`config.mk`:
```
export PLATFORM = sky130hd
export DESIGN_NAME = adder_issue_collect_flat
export DESIGN_NICKNAME = d
export VERILOG_FILES = /design/src/rtl/adder_issue_collect_pkg.sv /design/src/rtl/adder_issue_collect_if.sv /design/src/rtl/adder_issue_collect_result_fifo.sv /design/src/rtl/adder_issue_collect.sv /design/src/flat_wrapper.sv
export SDC_FILE = /design/constraint.sdc
export NUM_CORES = 1
export LEC_CHECK = 0
export BUFFER_PORTS_ARGS = -buffer_cell sky130_fd_sc_hd__buf_2
export CORE_UTILIZATION = 52
export DETAILED_ROUTE_END_ITERATION = 6
export PLACE_DENSITY = 0.8
export SYNTH_ARGS = -nofsm -noshare
export SYNTH_HDL_FRONTEND = slang
export SYNTH_SLANG_ARGS = --single-unit
```
`constraint.sdc`:
```
create_clock -name clk -period 4 [get_ports clk]
set_input_delay 0.6 -clock clk [delete_from_list [all_inputs] [get_ports clk]]
set_output_delay 0.6 -clock clk [all_outputs]
set_load 0.1 [all_outputs]
```
`src/rtl/adder_issue_collect_pkg.sv`:
```
// Shared definitions for the adder issue/collect wrapper and its pipelined adder core.
// Core latency and default widths live here so the wrapper and the core cannot disagree.
package adder_issue_collect_pkg;

   localparam int ADDER_LATENCY = 3;
   localparam int DEF_WIDTH     = 32;
   localparam int DEF_TAG_W     = 4;
   localparam int DEF_DEPTH     = 4;

   typedef struct packed {
      logic zero;
      logic neg;
   } flags_t;

endpackage

```
`src/rtl/adder_issue_collect_if.sv`:
```
// Request/response handshake bundle for adder_issue_collect.
// The slave modport is the wrapper's view; the master modport is the requester/consumer view.
interface adder_issue_collect_if
   import adder_issue_collect_pkg::*;
#(
   parameter int WIDTH = DEF_WIDTH,
   parameter int TAG_W = DEF_TAG_W
) ();

   logic             s_valid;
   logic             s_ready;
   logic [WIDTH-1:0] s_a;
   logic [WIDTH-1:0] s_b;
   logic             s_sub;
   logic             s_cin;
   logic [TAG_W-1:0] s_tag;

   logic             m_valid;
   logic             m_ready;
   logic [WIDTH-1:0] m_sum;
   logic [TAG_W-1:0] m_tag;
   logic             m_zero;
   logic             m_neg;

   modport slave (
      input  s_valid, s_a, s_b, s_sub, s_cin, s_tag, m_ready,
      output s_ready, m_valid, m_sum, m_tag, m_zero, m_neg
   );

   modport master (
      output s_valid, s_a, s_b, s_sub, s_cin, s_tag, m_ready,
      input  s_ready, m_valid, m_sum, m_tag, m_zero, m_neg
   );

endinterface

```
`src/rtl/adder_issue_collect_result_fifo.sv`:
```
// Circular result FIFO with occupancy count; push and pop may coincide at any occupancy.
// Storage is not reset: only pointers and count are control state.
module adder_issue_collect_result_fifo #(
   parameter int W     = 8,
   parameter int DEPTH = 4
) (
   input  logic                         clk,
   input  logic                         rst_n,
   input  logic                         push,
   input  logic [W-1:0]                 wdata,
   input  logic                         pop,
   output logic [W-1:0]                 rdata,
   output logic [$clog2(DEPTH+1)-1:0]   count,
   output logic                         empty,
   output logic                         full
);

   localparam int PTR_W = (DEPTH > 1) ? $clog2(DEPTH) : 1;
   localparam int CNT_W = $clog2(DEPTH + 1);

   logic [W-1:0]     mem [DEPTH];
   logic [PTR_W-1:0] wr_ptr;
   logic [PTR_W-1:0] rd_ptr;
   logic             do_push;
   logic             do_pop;

   function automatic logic [PTR_W-1:0] ptr_inc(input logic [PTR_W-1:0] p);
      return (p == PTR_W'(DEPTH - 1)) ? '0 : p + PTR_W'(1);
   endfunction

   assign empty   = (count == '0);
   assign full    = (count == CNT_W'(DEPTH));
   assign do_pop  = pop & ~empty;
   // When full, a same-cycle pop frees the slot the push lands in.
   assign do_push = push & (~full | do_pop);

   always_ff @(posedge clk or negedge rst_n) begin
      if (!rst_n) begin
         wr_ptr <= '0;
         rd_ptr <= '0;
         count  <= '0;
      end else begin
         if (do_push) wr_ptr <= ptr_inc(wr_ptr);
         if (do_pop)  rd_ptr <= ptr_inc(rd_ptr);
         case ({do_push, do_pop})
            2'b10:   count <= count + CNT_W'(1);
            2'b01:   count <= count - CNT_W'(1);
            default: count <= count;
         endcase
      end
   end

   always_ff @(posedge clk) begin
      if (do_push) mem[wr_ptr] <= wdata;
   end

   assign rdata = mem[rd_ptr];

endmodule

```
`src/rtl/adder_issue_collect.sv`:
```
// Credit-gated issue into a stall-free pipelined adder, with tag tracking and a result FIFO.
// A FIFO slot is reserved for every operation in flight, so the core never needs to stall.
module adder_issue_collect
   import adder_issue_collect_pkg::*;
#(
   parameter int WIDTH   = DEF_WIDTH,
   parameter int LATENCY = ADDER_LATENCY,
   parameter int DEPTH   = DEF_DEPTH,
   parameter int TAG_W   = DEF_TAG_W
) (
   input  logic                 clk,
   input  logic                 rst_n,
   adder_issue_collect_if.slave bus,
   output logic                 core_v_in,
   output logic [WIDTH-1:0]     core_a,
   output logic [WIDTH-1:0]     core_b,
   output logic                 core_cin,
   input  logic                 core_v_out,
   input  logic [WIDTH-1:0]     core_sum,
   output logic                 err
);

   localparam int CNT_W = $clog2(DEPTH + 1);
   localparam int FL_W  = $clog2(LATENCY + 1);
   localparam int ENT_W = WIDTH + TAG_W + 2;

   logic [FL_W-1:0]  flush_cnt;
   logic             flush_done;
   logic [CNT_W-1:0] inflight;
   logic [CNT_W-1:0] fifo_count;
   logic [CNT_W:0]   used;
   logic             fifo_empty;
   logic             fifo_full;
   logic             issue;
   logic             collect;
   logic             pop;
   flags_t           flags;
   logic [ENT_W-1:0] wdata;
   logic [ENT_W-1:0] rdata;

   logic             tag_vld_p [LATENCY];
   logic [TAG_W-1:0] tag_p     [LATENCY];

   function automatic flags_t result_flags(input logic signed [WIDTH-1:0] s);
      flags_t f;
      f.zero = (s == '0);
      f.neg  = (s < 0);
      return f;
   endfunction

   // Issue stage: operand conditioning turns a - b into a + ~b + 1.
   assign flush_done = (flush_cnt == '0);
   assign issue      = bus.s_valid & bus.s_ready;
   assign core_v_in  = issue;
   assign core_a     = bus.s_a;
   assign core_b     = bus.s_sub ? ~bus.s_b : bus.s_b;
   assign core_cin   = bus.s_sub | bus.s_cin;

   // A result leaving the FIFO this cycle frees its slot for a request issued this cycle,
   // which keeps one request per cycle sustainable with DEPTH = LATENCY + 1.
   assign pop  = bus.m_valid & bus.m_ready;
   assign used = {1'b0, fifo_count} + {1'b0, inflight} - {{CNT_W{1'b0}}, pop};
   assign bus.s_ready = flush_done & (used < (CNT_W + 1)'(DEPTH));

   always_ff @(posedge clk or negedge rst_n) begin
      if (!rst_n) begin
         flush_cnt <= FL_W'(LATENCY);
      end else if (!flush_done) begin
         flush_cnt <= flush_cnt - FL_W'(1);
      end
   end

   always_ff @(posedge clk or negedge rst_n) begin
      if (!rst_n) begin
         inflight <= '0;
      end else begin
         case ({issue, collect})
            2'b10:   inflight <= inflight + CNT_W'(1);
            2'b01:   inflight <= (inflight != '0) ? inflight - CNT_W'(1) : inflight;
            default: inflight <= inflight;
         endcase
      end
   end

   // Tag line: mirrors the core pipeline so its last stage lines up with core_v_out.
   always_ff @(posedge clk or negedge rst_n) begin
      if (!rst_n) begin
         for (int i = 0; i < LATENCY; i++) tag_vld_p[i] <= 1'b0;
      end else begin
         tag_vld_p[0] <= issue;
         for (int i = 1; i < LATENCY; i++) tag_vld_p[i] <= tag_vld_p[i-1];
      end
   end

   always_ff @(posedge clk) begin
      tag_p[0] <= bus.s_tag;
      for (int i = 1; i < LATENCY; i++) tag_p[i] <= tag_p[i-1];
   end

   // Collect stage: core valids are ignored while stale results drain after reset.
   assign collect = core_v_out & flush_done;
   assign flags   = result_flags(core_sum);
   assign wdata   = {core_sum, tag_p[LATENCY-1], flags.zero, flags.neg};

   always_ff @(posedge clk or negedge rst_n) begin
      if (!rst_n) begin
         err <= 1'b0;
      end else if (collect && ((inflight == '0) || !tag_vld_p[LATENCY-1] || (fifo_full && !pop))) begin
         err <= 1'b1;
      end
   end

   adder_issue_collect_result_fifo #(
      .W     (ENT_W),
      .DEPTH (DEPTH)
   ) result_fifo (
      .clk   (clk),
      .rst_n (rst_n),
      .push  (collect),
      .wdata (wdata),
      .pop   (pop),
      .rdata (rdata),
      .count (fifo_count),
      .empty (fifo_empty),
      .full  (fifo_full)
   );

   assign bus.m_valid = ~fifo_empty;
   assign {bus.m_sum, bus.m_tag, bus.m_zero, bus.m_neg} = rdata;

endmodule

```
`src/flat_wrapper.sv`:
```
// flat-port wrapper written by rule: the top's interface ports become plain ports
module adder_issue_collect_flat import adder_issue_collect_pkg::*;
#(
   parameter int WIDTH   = DEF_WIDTH,
   parameter int LATENCY = ADDER_LATENCY,
   parameter int DEPTH   = DEF_DEPTH,
   parameter int TAG_W   = DEF_TAG_W
)
  (clk, rst_n, core_v_in, core_a, core_b, core_cin, core_v_out, core_sum, err, bus_s_valid, bus_s_a, bus_s_b, bus_s_sub, bus_s_cin, bus_s_tag, bus_m_ready, bus_s_ready, bus_m_valid, bus_m_sum, bus_m_tag, bus_m_zero, bus_m_neg);
  adder_issue_collect_if #(.WIDTH(WIDTH), .TAG_W(TAG_W)) bus_i ();
  input  logic clk;
  input  logic rst_n;
  output logic core_v_in;
  output logic [WIDTH-1:0] core_a;
  output logic [WIDTH-1:0] core_b;
  output logic core_cin;
  input  logic core_v_out;
  input  logic [WIDTH-1:0] core_sum;
  output logic err;
  input wire logic [$bits(bus_i.s_valid)-1:0] bus_s_valid;
  input wire logic [$bits(bus_i.s_a)-1:0] bus_s_a;
  input wire logic [$bits(bus_i.s_b)-1:0] bus_s_b;
  input wire logic [$bits(bus_i.s_sub)-1:0] bus_s_sub;
  input wire logic [$bits(bus_i.s_cin)-1:0] bus_s_cin;
  input wire logic [$bits(bus_i.s_tag)-1:0] bus_s_tag;
  input wire logic [$bits(bus_i.m_ready)-1:0] bus_m_ready;
  output wire logic [$bits(bus_i.s_ready)-1:0] bus_s_ready;
  output wire logic [$bits(bus_i.m_valid)-1:0] bus_m_valid;
  output wire logic [$bits(bus_i.m_sum)-1:0] bus_m_sum;
  output wire logic [$bits(bus_i.m_tag)-1:0] bus_m_tag;
  output wire logic [$bits(bus_i.m_zero)-1:0] bus_m_zero;
  output wire logic [$bits(bus_i.m_neg)-1:0] bus_m_neg;
  assign bus_i.s_valid = bus_s_valid;
  assign bus_i.s_a = bus_s_a;
  assign bus_i.s_b = bus_s_b;
  assign bus_i.s_sub = bus_s_sub;
  assign bus_i.s_cin = bus_s_cin;
  assign bus_i.s_tag = bus_s_tag;
  assign bus_i.m_ready = bus_m_ready;
  assign bus_s_ready = bus_i.s_ready;
  assign bus_m_valid = bus_i.m_valid;
  assign bus_m_sum = bus_i.m_sum;
  assign bus_m_tag = bus_i.m_tag;
  assign bus_m_zero = bus_i.m_zero;
  assign bus_m_neg = bus_i.m_neg;
  adder_issue_collect #(.WIDTH(WIDTH), .LATENCY(LATENCY), .DEPTH(DEPTH), .TAG_W(TAG_W)) u_core (.clk(clk), .rst_n(rst_n), .bus(bus_i), .core_v_in(core_v_in), .core_a(core_a), .core_b(core_b), .core_cin(core_cin), .core_v_out(core_v_out), .core_sum(core_sum), .err(err));
endmodule
```
==> results.md <==
- Outcome: complete, no violations
- Highest Clock Rate: 0.268 GHz
- Highest-delay cell along the critical path: or3_2
- Post-place instance area: about 0.008 mm²
- Number of placed instances, taps included: approximately 700
- Synth Register Bits: 176
- Die span in y: about 120 µm
- Final cell count without fillers: 712
- DRC violations left: 0
- Clock sink count: 176
- # IOs: around 210
- Source of the worst register-to-register timing path: u_core.result_fifo.count[0]$_DFFE_PN0P_
- Count of instances resized after the clock tree is built: 0
- Floorplan core area: ~0.013 mm²
- Ant diodes: 0
- Pin slew with the least headroom to its limit: 1010 ps
- Post-Layout Inst Area: 0.00852 mm²
- Post-Synthesis Cell Area: 0.00721 mm²
- Slew Limit Fails: 0
- Final setup viols: 0
- Floorplan die area: 0.0143 mm²
- Skew-Pair Late Insertion Delay: 420 ps
- Overall overflow remaining after global route: 0
- Via Count: 3871
- Total negative slack for setup checks: 0 ps
- Clock-pin slew reported for the worst setup and hold paths after clock tree synthesis: 60 ps
- Post-CTS setup repair buffer count: 0
- R2R Path End: u_core.inflight[2]$_DFFE_PN0P_
- Final hold violation count: 0
- Number of distinct standard cells referenced by the synthesized netlist: between 40 and 50
- Share of synthesized area occupied by flip-flops and latches: 0.705
- Setup CP Type: reg2out
- PortBufs: 149
- Detailed-placement wirelength estimate: 9650 µm
- Number of buffers inserted during clock tree synthesis: 17
- Final Wtd Congestion: approximately 0.88
- Die X: 120 µm
- # nets final: around 640
- TritonRoute pass-1 iters: 4
- Mean instance size in the synthesized netlist: 18.4 µm²
- Remaining antenna violation count: 0
- Number of H-tree levels: 4
- Buf+Inv Stages, Crit Path: 2
- Standard-cell row count: between 40 and 50
- GRT Total Usage: 0.205
- Hold-fix buffers, CTS: 0
- CP peak stage delay: about 480 ps
- Maximum number of pins on one net before global-route repair: 40
- Critical Path Source Type: register
- Critical path cell sequence: or3_2, nand2_1, inv_1, ha_1, nand3b_2, a21o_1, a21oi_4, buf_2
- R2r worst-path depth: 16
- Fraction of layout instances using a drive strength above 1: 0.446
- Hold/Removal Path Class: in2async
- Maximum clock insertion buffer count: 2
- Clock root buffer: clkbuf_16
- Register-to-register path setup slack: just over 600 ps
- Critical path's top delay family: simple AND/OR/NAND/NOR gates
- Clock tree from TritonCTS: done
- Number of global-route vias before repair: 4140
- Signed area change from the synthesized netlist to the final layout: 18.1%
- Count of warnings emitted by yosys: 0
- Final min period: 3730 ps
- Largest fanout of any net on the critical path: 8
- Unrepaired setup endpoints after global routing: no
- Slew headroom: 0.330
- Post-route fraction of the period consumed by the critical path: 0.932
- Initial standard-cell utilization of the core: 0.538
- Starting DRC count in detailed routing: slightly below 200
- CP Capture Type: primary output
- Maxcap violations: 0
- Final WL: approximately 14000 µm
- Cells after Synth: ~390
- Setup Skew: 6.13 ps
- Final Hold Slack: between 90 and 100 ps
- Critical Path AT: 3130 ps
- WL per Instance: around 19 µm
- Antenna violations before repair: 0
- First-pass GRT wire length: 21500 µm
- Count of filler cells inserted in the layout: 960
- Syn_nets: slightly above 500
- Required @ worst endpoint: 3400 ps
- Via-per-instance ratio: 5.44
==> cells in the final DEF, fill, tap and decap left out, types with 2 or more instances in the layout <==
master / count
edfxtp_1: 148
a21o_1: 2
clkbuf_8: 2
clkbuf_1: 7
inv_1: 18
buf_4: 10
xnor2_1: 3
or3_1: 2
nand2_1: 12
ha_1: 12
xor2_1: 32
mux2i_1: 3
dfxtp_1: 12
dfstp_2: 2
and2_2: 4
nand3b_1: 2
clkbuf_16: 18
a21boi_2: 2
nor4_1: 9
nand4_1: 2
dfrtp_2: 2
clkinv_2: 3
buf_2: 149
o21ai_0: 3
mux4_2: 37
dfrtp_1: 12
nor2_1: 5
nor3_1: 2
==> flip-flops by register name (all words and copies together), names as in the netlist <==
| name | flops |
|---|---|
| u_core.tag_vld_p | 3 |
| u_core.err | 1 |
| u_core.inflight | 3 |
| u_core.result_fifo.mem | 148 |
| u_core.result_fifo.wr_ptr | 2 |
| u_core.result_fifo.rd_ptr | 2 |
| u_core.result_fifo.count | 3 |
| u_core.tag_p | 12 |
| u_core.flush_cnt | 2 |
==> cells in the mapped netlist, drive strengths merged <==
cell type / n / area (µm²)
edfxtp: 148 / 4440
buf: 42 / 293
mux4: 37 / 833
xor2: 32 / 280
inv: 18 / 67.6
dfrtp: 14 / 350
dfxtp: 12 / 240
ha: 12 / 150
nand2: 12 / 45.0
nor4: 9 / 56.3
and2: 5 / 31.3
clkbuf: 5 / 18.8
nor2: 5 / 18.8
a21oi: 3 / 22.5
mux2i: 3 / 30.0
nand3b: 3 / 26.3
o21ai: 3 / 15.0
or3: 3 / 18.8
xnor2: 3 / 26.3
a211oi: 2 / 27.5
a21boi: 2 / 18.8
a21o: 2 / 15.0
dfstp: 2 / 52.6
nand4: 2 / 12.5
nor3: 2 / 10.0
a2bb2oi: 1 / 8.76
a311o: 1 / 10.0
a31o: 1 / 8.76
fa: 1 / 20.0
nand3: 1 / 5.00
nor2b: 1 / 6.26
o211ai: 1 / 12.5
o21ba: 1 / 10.0
o32a: 1 / 10.0
or2: 1 / 6.26
or4b: 1 / 10.0
==> area by class of cell <==
| class | instances | area, µm² | area share |
|---|---|---|---|
| sequential | 176 | 5090 | 0.598 |
| inverter | 18 | 67.6 | 0.00793 |
| tap | 176 | 220 | 0.0259 |
| clock buffer | 27 | 504 | 0.0592 |
| multi-input combinational | 151 | 1760 | 0.207 |
| clock inverter | 5 | 52.6 | 0.00617 |
| timing repair buffer | 159 | 821 | 0.0964 |
==> layer usage <==
layer,GRT usage,share of wire,up-vias
met1,0.236,0.38,1954
met4,0.0750,0.016,0
li1,-,-,1728
met2,0.359,0.53,165
met3,0.0623,0.070,24
met5,0,0,-
==> worst max-delay path by stage <==
stage                                           endpoint  depth (start not counted)  slack [ps]                                     from
final                                          core_v_in                          8         270  u_core.result_fifo.count[0]$_DFFE_PN0P_
after global routing                           core_v_in                         10         150  u_core.result_fifo.count[0]$_DFFE_PN0P_
after CTS                                      core_v_in                          8         240  u_core.result_fifo.count[0]$_DFFE_PN0P_
after detailed placement  u_core.inflight[2]$_DFFE_PN0P_                         16         630  u_core.result_fifo.count[0]$_DFFE_PN0P_
after global placement                         core_v_in                          8         790  u_core.result_fifo.count[0]$_DFFE_PN0P_
after floorplan           u_core.inflight[2]$_DFFE_PN0P_                         13         100  u_core.result_fifo.count[2]$_DFFE_PN0P_
==> stage by stage <==
stage               worst slack [ps]   util
finish                           273  0.636
global route                     150  0.636
CTS                              240  0.636
detailed placement               634  0.594
global placement                 786  0.594
floorplan                        103      -
==> cell families (layout without fill, tap and decap cells) <==
family / after synthesis / in the layout / synth area share
buf+inv: 65 / 209 / 0.0526
simple gates: 45 / 45 / 0.0342
mux: 40 / 40 / 0.120
fa+ha+maj: 13 / 13 / 0.0236
xor+xnor: 35 / 35 / 0.0425
flops: 176 / 176 / 0.705
compound gates: 18 / 18 / 0.0220
Power is left out: the tool's default activity adds up to more than one toggle a clock period on the data nets, which glitch-free logic cannot reach.
